File: src/rtl/ccff_drv_pkg.sv
// Shared types, constants and the serial CRC-16-CCITT step for the chain driver.
package ccff_drv_pkg;

    typedef enum logic [1:0] {
        IDLE   = 2'd0,
        LOAD   = 2'd1,
        VERIFY = 2'd2,
        DONE   = 2'd3
    } state_t;

    localparam logic [15:0] CRC_POLY = 16'h1021;
    localparam logic [15:0] CRC_INIT = 16'hFFFF;

    // One serial CRC-16-CCITT step, MSB-first, no reflection.
    function automatic logic [15:0] crc16_step(input logic [15:0] crc, input logic din);
        logic fb;
        fb = crc[15] ^ din;
        return {crc[14:0], 1'b0} ^ (fb ? CRC_POLY : 16'h0000);
    endfunction

endpackage

File: src/rtl/ccff_crc16.sv
// Serial CRC-16-CCITT register with synchronous clear and step enable.
module ccff_crc16
    import ccff_drv_pkg::*;
(
    input  logic        prog_clk,
    input  logic        pReset,
    input  logic        clr,
    input  logic        en,
    input  logic        din,
    output logic [15:0] crc
);

    logic [15:0] crc_reg;

    // Clear has priority over stepping so a new run always starts from the seed.
    always_ff @(posedge prog_clk) begin
        if (!pReset) begin
            crc_reg <= CRC_INIT;
        end else if (clr) begin
            crc_reg <= CRC_INIT;
        end else if (en) begin
            crc_reg <= crc16_step(crc_reg, din);
        end
    end

    assign crc = crc_reg;

endmodule

File: src/rtl/ccff_chain_driver.sv
// Writer end of a serial configuration chain: serializes a word stream MSB-first
// onto ccff_head, then optionally rotates the chain once and CRC-checks readback.
module ccff_chain_driver
    import ccff_drv_pkg::*;
#(
    parameter int CHAIN_LEN = 64,
    parameter int WORD_W    = 32
) (
    input  logic              prog_clk,
    input  logic              pReset,
    input  logic              start,
    input  logic              verify_en,
    input  logic [WORD_W-1:0] s_data,
    input  logic              s_valid,
    output logic              s_ready,
    output logic              ccff_head,
    input  logic              ccff_tail,
    output logic              chain_shift_en,
    output logic              config_enable,
    output logic              busy,
    output logic              done,
    output logic              crc_ok
);

    localparam int BIT_W = $clog2(CHAIN_LEN + 1);
    localparam int BUF_W = $clog2(WORD_W + 1);
    localparam logic [BIT_W-1:0] CHAIN_LAST = BIT_W'(CHAIN_LEN - 1);
    localparam logic [BUF_W-1:0] WORD_FULL  = BUF_W'(WORD_W);

    state_t            state_reg, state_next;
    logic              verify_reg, verify_next;
    logic [WORD_W-1:0] buf_reg, buf_next;
    logic [BUF_W-1:0]  buf_cnt_reg, buf_cnt_next;
    logic [BIT_W-1:0]  bit_cnt_reg, bit_cnt_next;
    logic              crc_ok_reg, crc_ok_next;

    logic              shifting;
    logic              room;
    logic              crc_clr;
    logic              load_crc_en;
    logic              rb_crc_en;
    logic [15:0]       load_crc;
    logic [15:0]       rb_crc;

    // CRC of the bits pushed into the chain during LOAD.
    ccff_crc16 u_load_crc (
        .prog_clk (prog_clk),
        .pReset   (pReset),
        .clr      (crc_clr),
        .en       (load_crc_en),
        .din      (buf_reg[WORD_W-1]),
        .crc      (load_crc)
    );

    // CRC of the bits read back from the tail during VERIFY.
    ccff_crc16 u_rb_crc (
        .prog_clk (prog_clk),
        .pReset   (pReset),
        .clr      (crc_clr),
        .en       (rb_crc_en),
        .din      (ccff_tail),
        .crc      (rb_crc)
    );

    // State register and datapath registers.
    always_ff @(posedge prog_clk) begin
        if (!pReset) begin
            state_reg   <= IDLE;
            verify_reg  <= 1'b0;
            buf_reg     <= '0;
            buf_cnt_reg <= '0;
            bit_cnt_reg <= '0;
            crc_ok_reg  <= 1'b0;
        end else begin
            state_reg   <= state_next;
            verify_reg  <= verify_next;
            buf_reg     <= buf_next;
            buf_cnt_reg <= buf_cnt_next;
            bit_cnt_reg <= bit_cnt_next;
            crc_ok_reg  <= crc_ok_next;
        end
    end

    // Next-state, word acceptance, serialization and chain control.
    always_comb begin
        state_next     = state_reg;
        verify_next    = verify_reg;
        buf_next       = buf_reg;
        buf_cnt_next   = buf_cnt_reg;
        bit_cnt_next   = bit_cnt_reg;
        crc_ok_next    = crc_ok_reg;
        shifting       = 1'b0;
        room           = 1'b0;
        s_ready        = 1'b0;
        ccff_head      = 1'b0;
        chain_shift_en = 1'b0;
        crc_clr        = 1'b0;
        load_crc_en    = 1'b0;
        rb_crc_en      = 1'b0;

        case (state_reg)
            IDLE: begin
                if (start) begin
                    state_next   = LOAD;
                    verify_next  = verify_en;
                    crc_clr      = 1'b1;
                    crc_ok_next  = 1'b0;
                    bit_cnt_next = '0;
                    buf_cnt_next = '0;
                end
            end

            LOAD: begin
                shifting = (buf_cnt_reg != '0);
                // Never fetch a word whose bits would all land past the chain end.
                room     = (int'(bit_cnt_reg) + int'(buf_cnt_reg)) < CHAIN_LEN;
                // Refill on the last buffered bit so shifting stays gapless.
                s_ready  = room && ((buf_cnt_reg == '0) ||
                                    ((buf_cnt_reg == BUF_W'(1)) && shifting));
                if (shifting) begin
                    ccff_head      = buf_reg[WORD_W-1];
                    chain_shift_en = 1'b1;
                    load_crc_en    = 1'b1;
                    buf_next       = buf_reg << 1;
                    buf_cnt_next   = buf_cnt_reg - BUF_W'(1);
                    bit_cnt_next   = bit_cnt_reg + BIT_W'(1);
                end
                if (s_ready && s_valid) begin
                    buf_next     = s_data;
                    buf_cnt_next = WORD_FULL;
                end
                if (shifting && (bit_cnt_reg == CHAIN_LAST)) begin
                    // Chain full: drop leftover bits of a partial last word.
                    buf_cnt_next = '0;
                    bit_cnt_next = '0;
                    if (verify_reg) begin
                        state_next = VERIFY;
                    end else begin
                        state_next  = DONE;
                        crc_ok_next = 1'b1;
                    end
                end
            end

            VERIFY: begin
                ccff_head      = ccff_tail;
                chain_shift_en = 1'b1;
                rb_crc_en      = 1'b1;
                bit_cnt_next   = bit_cnt_reg + BIT_W'(1);
                if (bit_cnt_reg == CHAIN_LAST) begin
                    state_next   = DONE;
                    bit_cnt_next = '0;
                    // Fold in the final tail bit, which the register has not seen yet.
                    crc_ok_next  = (load_crc == crc16_step(rb_crc, ccff_tail));
                end
            end

            DONE: begin
                state_next = IDLE;
            end

            default: begin
                state_next = IDLE;
            end
        endcase
    end

    assign busy          = (state_reg != IDLE);
    assign done          = (state_reg == DONE);
    assign config_enable = (state_reg == LOAD) || (state_reg == VERIFY);
    assign crc_ok        = crc_ok_reg;

endmodule

File: config.mk
export PLATFORM = sky130hd
export DESIGN_NAME = ccff_chain_driver
export DESIGN_NICKNAME = d
export VERILOG_FILES = /design/src/rtl/ccff_drv_pkg.sv /design/src/rtl/ccff_crc16.sv /design/src/rtl/ccff_chain_driver.sv
export SDC_FILE = /design/constraint.sdc
export NUM_CORES = 1
export LEC_CHECK = 0
export CAP_MARGIN = 20
export CORE_MARGIN = 2
export CORE_UTILIZATION = 59
export CTS_BUF_LIST = sky130_fd_sc_hd__clkbuf_2
export CTS_CLUSTER_SIZE = 12
export DETAILED_ROUTE_END_ITERATION = 16
export PLACE_DENSITY = 0.83
export SETUP_SLACK_MARGIN = 0.02
export SLEW_MARGIN = 25
export SYNTH_ARGS = -nofsm -noshare
export SYNTH_HDL_FRONTEND = slang
export SYNTH_HIERARCHICAL = 1
export SYNTH_SLANG_ARGS = --single-unit
File: constraint.sdc
create_clock -name prog_clk -period 2.95 [get_ports prog_clk]
set_input_delay 0.4425 -clock prog_clk [delete_from_list [all_inputs] [get_ports prog_clk]]
set_output_delay 0.4425 -clock prog_clk [all_outputs]
set_load 0.005 [all_outputs]
==> metrics.txt, run 1 <==
status finished, final reports clean; GRT overflow 0; Boundary Pins 45; leakage power 1.96 nW; die area slightly below 8000 µm²; DR WL/cell 15.4 µm; post-placement cell area about 4800 µm²; Inserted Clock Buffers 9; post-route DRC violation count 0; Nets approximately 520; Overall Power 4.81 mW; Final Critical Period 2.74 ns; detailed-route via count 3306; end of the critical path ccff_head; Primary FF master, synth dfxtp_1; Final Hold Vio Count 0; number of flip-flops under the largest register name 32; Slew HR 0.607; Mapped Cells 424; Die H 89.0 µm; crit end category primary output; layout cell share with drive strength beyond 1 0.168; Max-Cap Viols 0; ANT nets after route 0; Syn Std Cell Area ~4300 µm²; Buffers on Ports 44; clock buffer depth 2; via count of the first global-routing pass approximately 3100; crit path DAT 2.30 ns; Setup crit start kind flip-flop; post-route setup TNS 0 ns; pwr/cell area 961 nW/µm²; crit path from state_reg[1]; count of cell types in the netlist 48; ANT cells 0; dpl hpwl 5.99 mm; Post-Layout Inst Area 5010 µm²; R2R setup slack 0.48 ns; FF-to-FF path depth 9; first-pass GRT wire length 14.4 mm; final setup fails 0; Reg2Reg Capture Point buf_reg[0]; CTS H-tree lvls 3; row count 30; initial antenna violation count 0; Clk Latency, worst-skew pair 0.52 ns; Via density 5.79; crit path kind flip-flop to primary output; RSZ-0062 raised after global routing no; CTS tree yes; Clk Tree Root Cell clkbuf_2; Seq cells post-synth 81; pin count of the biggest net entering global routing approximately 40; HP Class flip-flop to flip-flop; fin crit share 0.929; CP max FO 9; Starting Density 0.617; area of the core 6910 µm²; Total Wirelength 8.82 mm; reg2reg start buf_cnt_reg[4]; Peak VDD IR between 0.0005 and 0.0006 V; DR iter-0 viols approximately 120; min setup slack post-route 0.210 ns; EDFF count, synth 0; slew of the pin with the lowest slew margin between 0.5 and 0.6 ns; Critical Path RT 2.51 ns; TritonRoute pass-1 iters 4; GPL Wtd Cong about 0.9; fmax about 370 MHz; sequential fraction of the synthesis area 0.381; GRT Resource Usage Total 0.232; Clock transition at path regs 0.21 ns; Avg Cell Area, Syn 10.0 µm²; Horiz. Die Dim 89.0 µm; Async S/R FF share, synth 0; Hold Crit Start buf_reg[0]; synth-to-layout area growth 17.5%; synthesis warning total 6; clock skew 0.0402 ns; Sink Count 81; number of hold-repair buffers added at the cts stage 0; synthesized netlist net count 475; pre-CTS setup slack approximately 0.46 ns; final count of pins violating max slew 0
==> worst min-delay path by stage <==
stage	endpoint	cells after the start
after floorplan	buf_reg[0]	2
after global placement	buf_reg[0]	2
after detailed placement	buf_reg[0]	2
after CTS	verify_reg	3
after global routing	buf_reg[0]	2
final	buf_reg[0]	2
==> cells in the final DEF, fill, tap and decap left out, drive strengths merged, types with 5 or more instances in the layout <==
cell type	count
dfxtp	81
mux2i	60
clkdlybuf4s50	43
nand2	40
a211oi	37
a21oi	35
buf	19
xor2	16
ha	13
inv	11
nor3	10
clkbuf	10
o211ai	10
nor2	9
xnor2	9
nand4	8
nand2b	8
nand3	7
nor2b	5
clkinv	5
==> cell families after synthesis <==
logic type / Yosys count / share of synthesized area
muxes: 60 / 0.141
xor gates and xnor gates: 29 / 0.0725
and+or+nand+nor: 96 / 0.111
DFF: 81 / 0.381
buffers and inverters: 40 / 0.0473
adders and majority gates: 13 / 0.0382
AOI/OAI and AO/OA: 105 / 0.209
==> area by class of cell <==
type	count	area, µm²
clock inverter	6	81.3
fill	532	1900
timing repair buffer	63	611
inverter	12	45.0
multi-input combinational	303	2470
clock buffer	10	50.0
tap	96	120
sequential	81	1630
==> metal layers <==
layer / global-route usage / share of wire
met5: 0 / 0
met3: 0.0425 / 0.043
met1: 0.289 / 0.44
met4: 0.0801 / 0.013
met2: 0.405 / 0.50
==> power by group <==
part	internal, mW	switching (mW)
Sequential	1.37	0.198
Combinational	1.15	1.44
Clock	0.281	0.374
==> synthesized netlist by cell type, drive strengths merged (3+ instances only) <==
cell type	n	area (µm²)
a211oi	37	423
a21oi	35	175
buf	17	115
clkbuf	11	41.3
dfxtp	81	1620
ha	13	163
inv	10	37.5
mux2i	60	601
nand2	40	150
nand2b	8	50.1
nand3	7	35.0
nand4	8	50.1
nor2	9	33.8
nor2b	5	31.3
nor3	10	50.1
nor4	3	33.8
o211ai	10	85.1
o21ai	3	15.0
o32ai	3	26.3
xnor2	9	78.8
xnor3	4	90.1
xor2	16	140
==> timing repair <==
action | 4_1_cts | 5_1_grt
gates cloned | 0 | 0
setup buffers | 2 | 3
setup endpoints to repair | 1 | 2
resized for setup | 4 | 11
pin swaps | 1 | 2
==> metrics by stage <==
stage               hold WS [ns]   util  std cells
global placement           0.476  0.695        550
finish                     0.502  0.725        571
detailed placement         0.481  0.695        550
global route               0.526  0.725        571
floorplan                  0.446      -        424
CTS                        0.497  0.717        568
==> worst max-delay path: stages, from the launching register on <==
cell and delay (ns):
dfxtp_2 0.39, inv_1 0.09, ha_2 0.18, clkinv_1 0.05, buf_4 0.17, a21oi_4 0.15, a22oi_1 0.09, nor2b_1 0.14
clkdlybuf4s50_1 0.52
(Power assumes the default switching activity.)
==> run 2, diff against run 1 <==
--- a/config.mk
+++ b/config.mk
@@ -9,6 +9,7 @@
 export CORE_MARGIN = 2
 export CORE_UTILIZATION = 59
 export CTS_BUF_LIST = sky130_fd_sc_hd__clkbuf_2
+export CTS_CLUSTER_DIAMETER = 50
 export CTS_CLUSTER_SIZE = 12
 export DETAILED_ROUTE_END_ITERATION = 16
 export PLACE_DENSITY = 0.83
==> results of run 2 <==
No change in the layout: final DEF, timing and power equal those of run 1.
==> run 3, diff against run 2 <==
--- a/config.mk
+++ b/config.mk
@@ -14,7 +14,7 @@
 export DETAILED_ROUTE_END_ITERATION = 16
 export PLACE_DENSITY = 0.83
 export SETUP_SLACK_MARGIN = 0.02
-export SLEW_MARGIN = 25
+export SLEW_MARGIN = 20
 export SYNTH_ARGS = -nofsm -noshare
 export SYNTH_HDL_FRONTEND = slang
 export SYNTH_HIERARCHICAL = 1
==> results of run 3 <==
No change in the layout: final DEF, timing and power equal those of run 1.
